<file path="config.mk">
export PLATFORM = sky130hd
export DESIGN_NAME = cajero_automatico_param_flat
export DESIGN_NICKNAME = d
export VERILOG_FILES = /design/src/rtl/cajero_automatico_param_if.sv /design/src/rtl/cajero_automatico_param.sv /design/src/flat_wrapper.sv
export SDC_FILE = /design/constraint.sdc
export NUM_CORES = 1
export LEC_CHECK = 0
export CORE_ASPECT_RATIO = 0.5
export CORE_MARGIN = 5
export CORE_UTILIZATION = 53
export DETAILED_ROUTE_END_ITERATION = 12
export GPL_ROUTABILITY_DRIVEN = 0
export PLACE_DENSITY = 0.78
export SETUP_SLACK_MARGIN = 0.5
export SYNTH_ARGS = -nofsm -noshare
export SYNTH_HDL_FRONTEND = slang
export SYNTH_SLANG_ARGS = --single-unit
</file>
<file path="constraint.sdc">
create_clock -name clk -period 5.5 [get_ports clk]
set_input_delay 0.825 -clock clk [delete_from_list [all_inputs] [get_ports clk]]
set_output_delay 0.825 -clock clk [all_outputs]
set_load 0.005 [all_outputs]
</file>
<file path="src/rtl/cajero_automatico_param_if.sv">
`default_nettype none
// ============================================================================
// cajero_automatico_param_if
//   Front-end / balance-store signal bundle for the ATM transaction controller.
//   Rev 1.0
// ============================================================================
interface cajero_automatico_param_if #(
  parameter int PIN_DIGITOS = 4,
  parameter int MONTO_W     = 32,
  parameter int BALANCE_W   = 64
);
  logic                     tarjeta_recibida;
  logic                     digito_stb;
  logic [3:0]               digito;
  logic [4*PIN_DIGITOS-1:0] pin_correcto;
  logic                     tipo_trans;
  logic                     monto_stb;
  logic [MONTO_W-1:0]       monto;
  logic [BALANCE_W-1:0]     balance_inicial;
  logic                     dia_nuevo;

  logic                     pin_incorrecto;
  logic                     advertencia;
  logic                     bloqueo;
  logic [BALANCE_W-1:0]     balance_actualizado;
  logic                     balance_stb;
  logic                     entregar_dinero;
  logic                     fondos_insuficientes;
  logic                     limite_excedido;
  logic                     timeout;

  modport master (
    output tarjeta_recibida, digito_stb, digito, pin_correcto, tipo_trans,
           monto_stb, monto, balance_inicial, dia_nuevo,
    input  pin_incorrecto, advertencia, bloqueo, balance_actualizado,
           balance_stb, entregar_dinero, fondos_insuficientes,
           limite_excedido, timeout
  );

  modport slave (
    input  tarjeta_recibida, digito_stb, digito, pin_correcto, tipo_trans,
           monto_stb, monto, balance_inicial, dia_nuevo,
    output pin_incorrecto, advertencia, bloqueo, balance_actualizado,
           balance_stb, entregar_dinero, fondos_insuficientes,
           limite_excedido, timeout
  );
endinterface
`default_nettype wire

</file>
<file path="src/rtl/cajero_automatico_param.sv">
`default_nettype none
// ============================================================================
// cajero_automatico_param
//   ATM session controller: card-in, PIN attempts with lockout, deposits and
//   withdrawals with a daily withdrawal limit and inactivity timeout.
//   Rev 1.0
// ============================================================================
module cajero_automatico_param #(
  parameter int PIN_DIGITOS    = 4,
  parameter int MAX_INTENTOS   = 3,
  parameter int MONTO_W        = 32,
  parameter int BALANCE_W      = 64,
  parameter int LIMITE_DIARIO  = 100000,
  parameter int TIMEOUT_CICLOS = 1000
) (
  input wire clk,
  input wire reset,
  cajero_automatico_param_if.slave cajero
);
  localparam int PIN_W  = 4 * PIN_DIGITOS;
  localparam int DIG_W  = $clog2(PIN_DIGITOS + 1);
  localparam int INT_W  = $clog2(MAX_INTENTOS + 1);
  localparam int TMR_W  = $clog2(TIMEOUT_CICLOS + 1);
  localparam int LIM_W  = $clog2(LIMITE_DIARIO + 1);
  localparam int ACUM_W = ((LIM_W > MONTO_W) ? LIM_W : MONTO_W) + 1;

  typedef enum logic [1:0] {
    ESPERA_TARJETA = 2'd0,
    ESPERA_PIN     = 2'd1,
    ESPERA_MONTO   = 2'd2,
    BLOQUEADO      = 2'd3
  } estado_t;

  estado_t              r_estado, w_estado;
  logic [DIG_W-1:0]     r_digitos, w_digitos;
  logic [PIN_W-1:0]     r_pin, w_pin;
  logic [INT_W-1:0]     r_intentos, w_intentos;
  logic [TMR_W-1:0]     r_timer, w_timer;
  logic [ACUM_W-1:0]    r_acum, w_acum;
  logic [BALANCE_W-1:0] r_balance, w_balance;
  logic                 r_pin_incorrecto, w_pin_incorrecto;
  logic                 r_advertencia, w_advertencia;
  logic                 r_bloqueo, w_bloqueo;
  logic                 r_balance_stb, w_balance_stb;
  logic                 r_entregar, w_entregar;
  logic                 r_fondos, w_fondos;
  logic                 r_limite, w_limite;
  logic                 r_timeout, w_timeout;

  logic [BALANCE_W-1:0] w_monto_ext;
  logic [BALANCE_W:0]   w_suma;
  logic [BALANCE_W-1:0] w_resta;
  logic [ACUM_W-1:0]    w_acum_base;
  logic [ACUM_W-1:0]    w_acum_suma;
  logic [PIN_W-1:0]     w_pin_shift;
  logic [INT_W-1:0]     w_intentos_inc;
  logic                 w_ultimo_dig;
  logic                 w_expira;

  assign w_monto_ext    = BALANCE_W'(cajero.monto);
  assign w_suma         = {1'b0, cajero.balance_inicial} + {1'b0, w_monto_ext};
  assign w_resta        = cajero.balance_inicial - w_monto_ext;
  // A new-day pulse clears the accumulator before any same-cycle commit adds to it.
  assign w_acum_base    = cajero.dia_nuevo ? '0 : r_acum;
  assign w_acum_suma    = w_acum_base + ACUM_W'(cajero.monto);
  assign w_pin_shift    = (r_pin << 4) | PIN_W'(cajero.digito);
  assign w_intentos_inc = r_intentos + INT_W'(1);
  assign w_ultimo_dig   = (r_digitos == DIG_W'(PIN_DIGITOS - 1));
  assign w_expira       = (r_timer == TMR_W'(TIMEOUT_CICLOS - 1));

  always_comb begin
    w_estado         = r_estado;
    w_digitos        = r_digitos;
    w_pin            = r_pin;
    w_intentos       = r_intentos;
    w_timer          = r_timer;
    w_acum           = w_acum_base;
    w_balance        = r_balance;
    w_advertencia    = r_advertencia;
    w_pin_incorrecto = 1'b0;
    w_balance_stb    = 1'b0;
    w_entregar       = 1'b0;
    w_fondos         = 1'b0;
    w_limite         = 1'b0;
    w_timeout        = 1'b0;

    case (r_estado)
      ESPERA_TARJETA: begin
        if (cajero.tarjeta_recibida) begin
          w_estado  = ESPERA_PIN;
          w_digitos = '0;
          w_pin     = '0;
          w_timer   = '0;
        end
      end

      ESPERA_PIN: begin
        if (cajero.digito_stb) begin
          w_timer = '0;
          w_pin   = w_pin_shift;
          if (!w_ultimo_dig) begin
            w_digitos = r_digitos + DIG_W'(1);
          end else begin
            w_digitos = '0;
            if (w_pin_shift == cajero.pin_correcto) begin
              w_estado      = ESPERA_MONTO;
              w_intentos    = '0;
              w_advertencia = 1'b0;
            end else begin
              w_intentos       = w_intentos_inc;
              w_pin_incorrecto = 1'b1;
              if (w_intentos_inc >= INT_W'(MAX_INTENTOS)) begin
                w_estado = BLOQUEADO;
              end else if (w_intentos_inc == INT_W'(MAX_INTENTOS - 1)) begin
                w_advertencia = 1'b1;
              end
            end
          end
        end else if (w_expira) begin
          w_timeout     = 1'b1;
          w_estado      = ESPERA_TARJETA;
          w_timer       = '0;
          w_digitos     = '0;
          w_intentos    = '0;
          w_advertencia = 1'b0;
        end else begin
          w_timer = r_timer + TMR_W'(1);
        end
      end

      ESPERA_MONTO: begin
        if (cajero.monto_stb) begin
          w_estado = ESPERA_TARJETA;
          w_timer  = '0;
          if (!cajero.tipo_trans) begin
            w_balance     = w_suma[BALANCE_W] ? '1 : w_suma[BALANCE_W-1:0];
            w_balance_stb = 1'b1;
          end else if (w_monto_ext > cajero.balance_inicial) begin
            w_fondos = 1'b1;
          end else if (w_acum_suma > ACUM_W'(LIMITE_DIARIO)) begin
            w_limite = 1'b1;
          end else begin
            w_balance     = w_resta;
            w_balance_stb = 1'b1;
            w_entregar    = 1'b1;
            w_acum        = w_acum_suma;
          end
        end else if (w_expira) begin
          w_timeout     = 1'b1;
          w_estado      = ESPERA_TARJETA;
          w_timer       = '0;
          w_intentos    = '0;
          w_advertencia = 1'b0;
        end else begin
          w_timer = r_timer + TMR_W'(1);
        end
      end

      BLOQUEADO: begin
        w_estado = BLOQUEADO;
      end

      default: begin
        w_estado = ESPERA_TARJETA;
      end
    endcase

    w_bloqueo = (w_estado == BLOQUEADO);
  end

  always_ff @(posedge clk or posedge reset) begin
    if (reset) begin
      r_estado         <= ESPERA_TARJETA;
      r_digitos        <= '0;
      r_pin            <= '0;
      r_intentos       <= '0;
      r_timer          <= '0;
      r_acum           <= '0;
      r_balance        <= '0;
      r_pin_incorrecto <= 1'b0;
      r_advertencia    <= 1'b0;
      r_bloqueo        <= 1'b0;
      r_balance_stb    <= 1'b0;
      r_entregar       <= 1'b0;
      r_fondos         <= 1'b0;
      r_limite         <= 1'b0;
      r_timeout        <= 1'b0;
    end else begin
      r_estado         <= w_estado;
      r_digitos        <= w_digitos;
      r_pin            <= w_pin;
      r_intentos       <= w_intentos;
      r_timer          <= w_timer;
      r_acum           <= w_acum;
      r_balance        <= w_balance;
      r_pin_incorrecto <= w_pin_incorrecto;
      r_advertencia    <= w_advertencia;
      r_bloqueo        <= w_bloqueo;
      r_balance_stb    <= w_balance_stb;
      r_entregar       <= w_entregar;
      r_fondos         <= w_fondos;
      r_limite         <= w_limite;
      r_timeout        <= w_timeout;
    end
  end

  assign cajero.pin_incorrecto       = r_pin_incorrecto;
  assign cajero.advertencia          = r_advertencia;
  assign cajero.bloqueo              = r_bloqueo;
  assign cajero.balance_actualizado  = r_balance;
  assign cajero.balance_stb          = r_balance_stb;
  assign cajero.entregar_dinero      = r_entregar;
  assign cajero.fondos_insuficientes = r_fondos;
  assign cajero.limite_excedido      = r_limite;
  assign cajero.timeout              = r_timeout;

endmodule
`default_nettype wire

</file>
<file path="src/flat_wrapper.sv">
// flat-port wrapper written by rule: the top's interface ports become plain ports
module cajero_automatico_param_flat 
#(
  parameter int PIN_DIGITOS    = 4,
  parameter int MAX_INTENTOS   = 3,
  parameter int MONTO_W        = 32,
  parameter int BALANCE_W      = 64,
  parameter int LIMITE_DIARIO  = 100000,
  parameter int TIMEOUT_CICLOS = 1000
)
  (clk, reset, cajero_tarjeta_recibida, cajero_digito_stb, cajero_digito, cajero_pin_correcto, cajero_tipo_trans, cajero_monto_stb, cajero_monto, cajero_balance_inicial, cajero_dia_nuevo, cajero_pin_incorrecto, cajero_advertencia, cajero_bloqueo, cajero_balance_actualizado, cajero_balance_stb, cajero_entregar_dinero, cajero_fondos_insuficientes, cajero_limite_excedido, cajero_timeout);
  cajero_automatico_param_if #(.PIN_DIGITOS(PIN_DIGITOS), .MONTO_W(MONTO_W), .BALANCE_W(BALANCE_W)) cajero_i ();
  input wire clk;
  input wire reset;
  input wire logic [$bits(cajero_i.tarjeta_recibida)-1:0] cajero_tarjeta_recibida;
  input wire logic [$bits(cajero_i.digito_stb)-1:0] cajero_digito_stb;
  input wire logic [$bits(cajero_i.digito)-1:0] cajero_digito;
  input wire logic [$bits(cajero_i.pin_correcto)-1:0] cajero_pin_correcto;
  input wire logic [$bits(cajero_i.tipo_trans)-1:0] cajero_tipo_trans;
  input wire logic [$bits(cajero_i.monto_stb)-1:0] cajero_monto_stb;
  input wire logic [$bits(cajero_i.monto)-1:0] cajero_monto;
  input wire logic [$bits(cajero_i.balance_inicial)-1:0] cajero_balance_inicial;
  input wire logic [$bits(cajero_i.dia_nuevo)-1:0] cajero_dia_nuevo;
  output wire logic [$bits(cajero_i.pin_incorrecto)-1:0] cajero_pin_incorrecto;
  output wire logic [$bits(cajero_i.advertencia)-1:0] cajero_advertencia;
  output wire logic [$bits(cajero_i.bloqueo)-1:0] cajero_bloqueo;
  output wire logic [$bits(cajero_i.balance_actualizado)-1:0] cajero_balance_actualizado;
  output wire logic [$bits(cajero_i.balance_stb)-1:0] cajero_balance_stb;
  output wire logic [$bits(cajero_i.entregar_dinero)-1:0] cajero_entregar_dinero;
  output wire logic [$bits(cajero_i.fondos_insuficientes)-1:0] cajero_fondos_insuficientes;
  output wire logic [$bits(cajero_i.limite_excedido)-1:0] cajero_limite_excedido;
  output wire logic [$bits(cajero_i.timeout)-1:0] cajero_timeout;
  assign cajero_i.tarjeta_recibida = cajero_tarjeta_recibida;
  assign cajero_i.digito_stb = cajero_digito_stb;
  assign cajero_i.digito = cajero_digito;
  assign cajero_i.pin_correcto = cajero_pin_correcto;
  assign cajero_i.tipo_trans = cajero_tipo_trans;
  assign cajero_i.monto_stb = cajero_monto_stb;
  assign cajero_i.monto = cajero_monto;
  assign cajero_i.balance_inicial = cajero_balance_inicial;
  assign cajero_i.dia_nuevo = cajero_dia_nuevo;
  assign cajero_pin_incorrecto = cajero_i.pin_incorrecto;
  assign cajero_advertencia = cajero_i.advertencia;
  assign cajero_bloqueo = cajero_i.bloqueo;
  assign cajero_balance_actualizado = cajero_i.balance_actualizado;
  assign cajero_balance_stb = cajero_i.balance_stb;
  assign cajero_entregar_dinero = cajero_i.entregar_dinero;
  assign cajero_fondos_insuficientes = cajero_i.fondos_insuficientes;
  assign cajero_limite_excedido = cajero_i.limite_excedido;
  assign cajero_timeout = cajero_i.timeout;
  cajero_automatico_param #(.PIN_DIGITOS(PIN_DIGITOS), .MAX_INTENTOS(MAX_INTENTOS), .MONTO_W(MONTO_W), .BALANCE_W(BALANCE_W), .LIMITE_DIARIO(LIMITE_DIARIO), .TIMEOUT_CICLOS(TIMEOUT_CICLOS)) u_core (.clk(clk), .reset(reset), .cajero(cajero_i));
endmodule
</file>
==> run summary <==
status = finished, final reports clean
max_slew headroom = 0.3624
vias in the first global route = 13450
Clock Latency Late Sink = 0.46 ns
worst slew pin tran = 0.9563 ns
Avg Cell Area, Syn = 8.270 µm²
GRT overflow = 0
root buf cell = clkbuf_16
maxcap violations = 0
Int Pwr = 2527 µW
crit end category = flip-flop
area growth from synthesis to layout = 23.80%
DP HPWL = 32810 µm
fin crit share = 0.8936
CP max FO = 16
Routed WL = 42840 µm
post-synth net total = 1845
sequential element share of the synthesized area = 0.2511
Syn Inst Count = 1615
average via count per standard cell = 6.382
TritonCTS clock tree = yes
Sw Pwr = 1323 µW
Crit-path slowest cell = or4_4
# setup viols final = 0
nets = 2030
Arrival @ worst endpoint = 5.25 ns
switching part of the total power = 0.3437
FILL cells = 2057
DRT iter0 DRCs = 1417
Die Width = 234.5 µm
Core ar. = 0.02498 mm²
commonest non-fill, non-tap cell in the layout = clkdlybuf4s50_1
combinational share of power = 0.374
Sink Count = 134
Synth Cell Area = 0.01336 mm²
worst path buffer plus inverter count = 3
pin count of the biggest net entering global routing = 103
min cycle time layout = 4.915 ns
Power Dens Cells = 232.8 mW/mm²
Worst path max stage delay = 0.58 ns
H-tree levels = 4
clk buf depth = 2
Max Freq = 0.2035 GHz
crit start category = input port
Hold WC Path Type = reg -> reg
row cnt = 41
clock skew = 0.01589 ns
Total GRT Usage = 0.2971
cell family with most CP delay = simple AND/OR/NAND/NOR gates
Initial Util = 0.5346
most frequent cells in the layout = 189 x clkdlybuf4s50_1, 134 x dfrtp_1, 117 x a21oi_1, 116 x nor2_1, 98 x nand2_1
DRC Markers = 0
Slew Limit Fails = 0
ANT nets after route = 0
DR WL/cell = 19.86 µm
Placed Cells = 2124
count of cell types in the netlist = 89
Crit path required time = 5.83 ns
Clk pwr share = 0.296
sequential fraction of design power = 0.330
critical path cell sequence = clkdlybuf4s50_1 -> ha_1 -> nand4_1 -> or4_4 -> a2111oi_4 -> o21ai_0 -> o21ai_0 -> xor2_1 -> or4_4 -> o32a_4 -> clkinv_2 -> bufbuf_16 -> mux2_1
initial antenna violation count = 1
Main synth FF type = dfrtp_1
Pwr Total = 3849 µW
RSZ-0062 raised after global routing = no
First-pass DRT Iterations = 7
Die H = 122.2 µm
worst vdd ir = 0.0002412 V
Final Hold Viols = 0
CTS Buf Count = 17
Ys Warns = 0
Clk pin slew, worst setup/hold paths = 0.06 ns
Ports = 195
vias = 13770
share of layout cells above drive strength 1 = 0.1087
IO buf count = 194
first-pass GRT wire length = 68390 µm
die area = 0.02867 mm²
Post-synth EDFFs = 0
synthesized flop and latch total = 134
LEAKAGE = 0.007143 µW
Final Instance Count excl. Fillers = 2157
Setup Crit Path Kind = in -> reg
ys async rst share = 1.000
==> kinds of logic (layout without fill, tap and decap cells) <==
family,count (synthesis),count (layout),synth area share
buf+inv,181,378,0.05434
compound gates,459,459,0.2343
flops,134,134,0.2511
fa+ha+maj,107,107,0.1019
other cells,0,1,0
mux,96,96,0.07842
xor+xnor,113,113,0.07411
simple gates,525,525,0.2058
==> timing repair <==
action | 4_1_cts | 5_1_grt
pin swaps | 0 | 2
setup endpoints to repair | 93 | 79
hold buffers | 0 | 0
gates cloned | 1 | 0
resized for setup | 6 | 18
buffers inserted | 0 | 0
==> through the flow <==
stage          area [µm²]  TNS (ns)  hold slack, ns  worst slack, ns  utilization
6_report            16530         0          0.4895           0.5854       0.6618
4_1_cts             16460         0          0.4922           0.5597       0.6589
2_1_floorplan       13370         0          0.4673           0.5021            -
3_5_place_dp        15830    -7.631          0.4785          -0.1430       0.6338
3_3_place_gp        15830  -0.08395          0.4677        -0.009856       0.6338
5_1_grt             16530         0          0.5090           0.4928       0.6618
==> Yosys cell counts (9+ instances only) <==
cell type,n,area share
dfrtp_1,134,0.25
a21oi_1,117,0.044
nor2_1,117,0.033
ha_1,104,0.097
nand2_1,98,0.028
inv_1,92,0.026
xnor2_1,86,0.056
o21ai_0,78,0.029
clkbuf_1,74,0.021
nor2b_1,57,0.027
mux2_2,48,0.040
nor3_1,43,0.016
nand3_1,41,0.015
nand2b_1,29,0.014
nand4_1,28,0.013
a22oi_1,27,0.015
mux2i_1,27,0.020
xor2_1,27,0.018
a21o_1,22,0.012
nor4_1,22,0.010
o21bai_1,22,0.012
mux2_1,21,0.018
a31oi_1,19,0.0089
o31ai_1,18,0.010
or2_2,17,0.0080
o21a_1,15,0.0084
a22o_1,14,0.0092
and3_1,14,0.0066
or3_1,14,0.0066
a211oi_1,13,0.0073
o211ai_1,10,0.0056
and2_1,9,0.0042
==> worst register-to-register path: stages, from the launching register on <==
cell and delay [ns]:
dfrtp_1 0.32, nor2b_1 0.27, ha_1 0.30, a211oi_1 0.38, buf_4 0.22, nor4b_2 0.06, o21ai_0 0.36, o21ai_0 0.15
buf_4 0.17, xnor2_1 0.18, or2_2 0.14, o2111ai_1 0.10, or4_4 0.61, o32a_4 0.38, clkinv_2 0.11, bufbuf_16 0.32
mux2_1 0.33
==> cell type report <==
type / count / area (µm²) / share of cell area
antenna: 1 / 2.502 / 0.0001514
clock buffer: 19 / 442.9 / 0.02679
clock inverter: 12 / 130.1 / 0.007870
inverter: 96 / 366.6 / 0.02217
multi-input combinational: 1300 / 9378 / 0.5672
sequential: 134 / 3353 / 0.2028
tap: 344 / 430.4 / 0.02603
timing repair buffer: 251 / 2430 / 0.1470
==> state kept, by name, summed over array words and instances (netlist names) <==
| name | count |
|---|---|
| u_core.r_timer | 10 |
| u_core.cajero.timeout | 1 |
| u_core.r_intentos | 2 |
| u_core.cajero.balance_stb | 1 |
| u_core.cajero.entregar_dinero | 1 |
| u_core.cajero.bloqueo | 1 |
| u_core.r_estado | 2 |
| u_core.cajero.advertencia | 1 |
| u_core.r_pin | 12 |
| u_core.cajero.fondos_insuficientes | 1 |
| u_core.r_acum | 33 |
| u_core.cajero.pin_incorrecto | 1 |
| u_core.r_digitos | 3 |
| u_core.cajero.balance_actualizado | 64 |
| u_core.cajero.limite_excedido | 1 |
==> power by group through the flow <==
stage          clock network, µW  logic, µW  registers (µW)
2_1_floorplan                  0        828            1260
3_3_place_gp                   0       1360            1280
3_5_place_dp                   0       1410            1280
4_1_cts                     1160       1420            1270
5_1_grt                     1200       1570            1290
6_report                    1140       1440            1270
==> final timing paths <==
path | startpoint | endpoint | slack, ns | cells after the start
hold reg to reg | u_core.cajero.balance_actualizado[13] | u_core.cajero.balance_actualizado[13] | 0.49 | 1
min in group asynchronous | reset | u_core.r_acum[4] | 0.96 | 2
hold / removal | u_core.cajero.balance_actualizado[13] | u_core.cajero.balance_actualizado[13] | 0.49 | 1
max in group asynchronous | reset | u_core.r_pin[8] | 3.57 | 3
setup reg to reg | u_core.r_acum[1] | u_core.cajero.balance_actualizado[25] | 0.98 | 16
setup / recovery | cajero_monto[6] | u_core.cajero.balance_actualizado[25] | 0.59 | 13
==> per-layer routing <==
metal	GRT usage	part of all wire	vias to the layer above	wire length, µm
met1	0.3772	0.40	6519	17080
li1	-	-	6272	-
met4	0.1443	0.048	0	2067
met5	0	0	-	0
met3	0.07189	0.099	168	4235
met2	0.4809	0.45	806	19460
No activity file was read; power rests on OpenSTA's default activity.
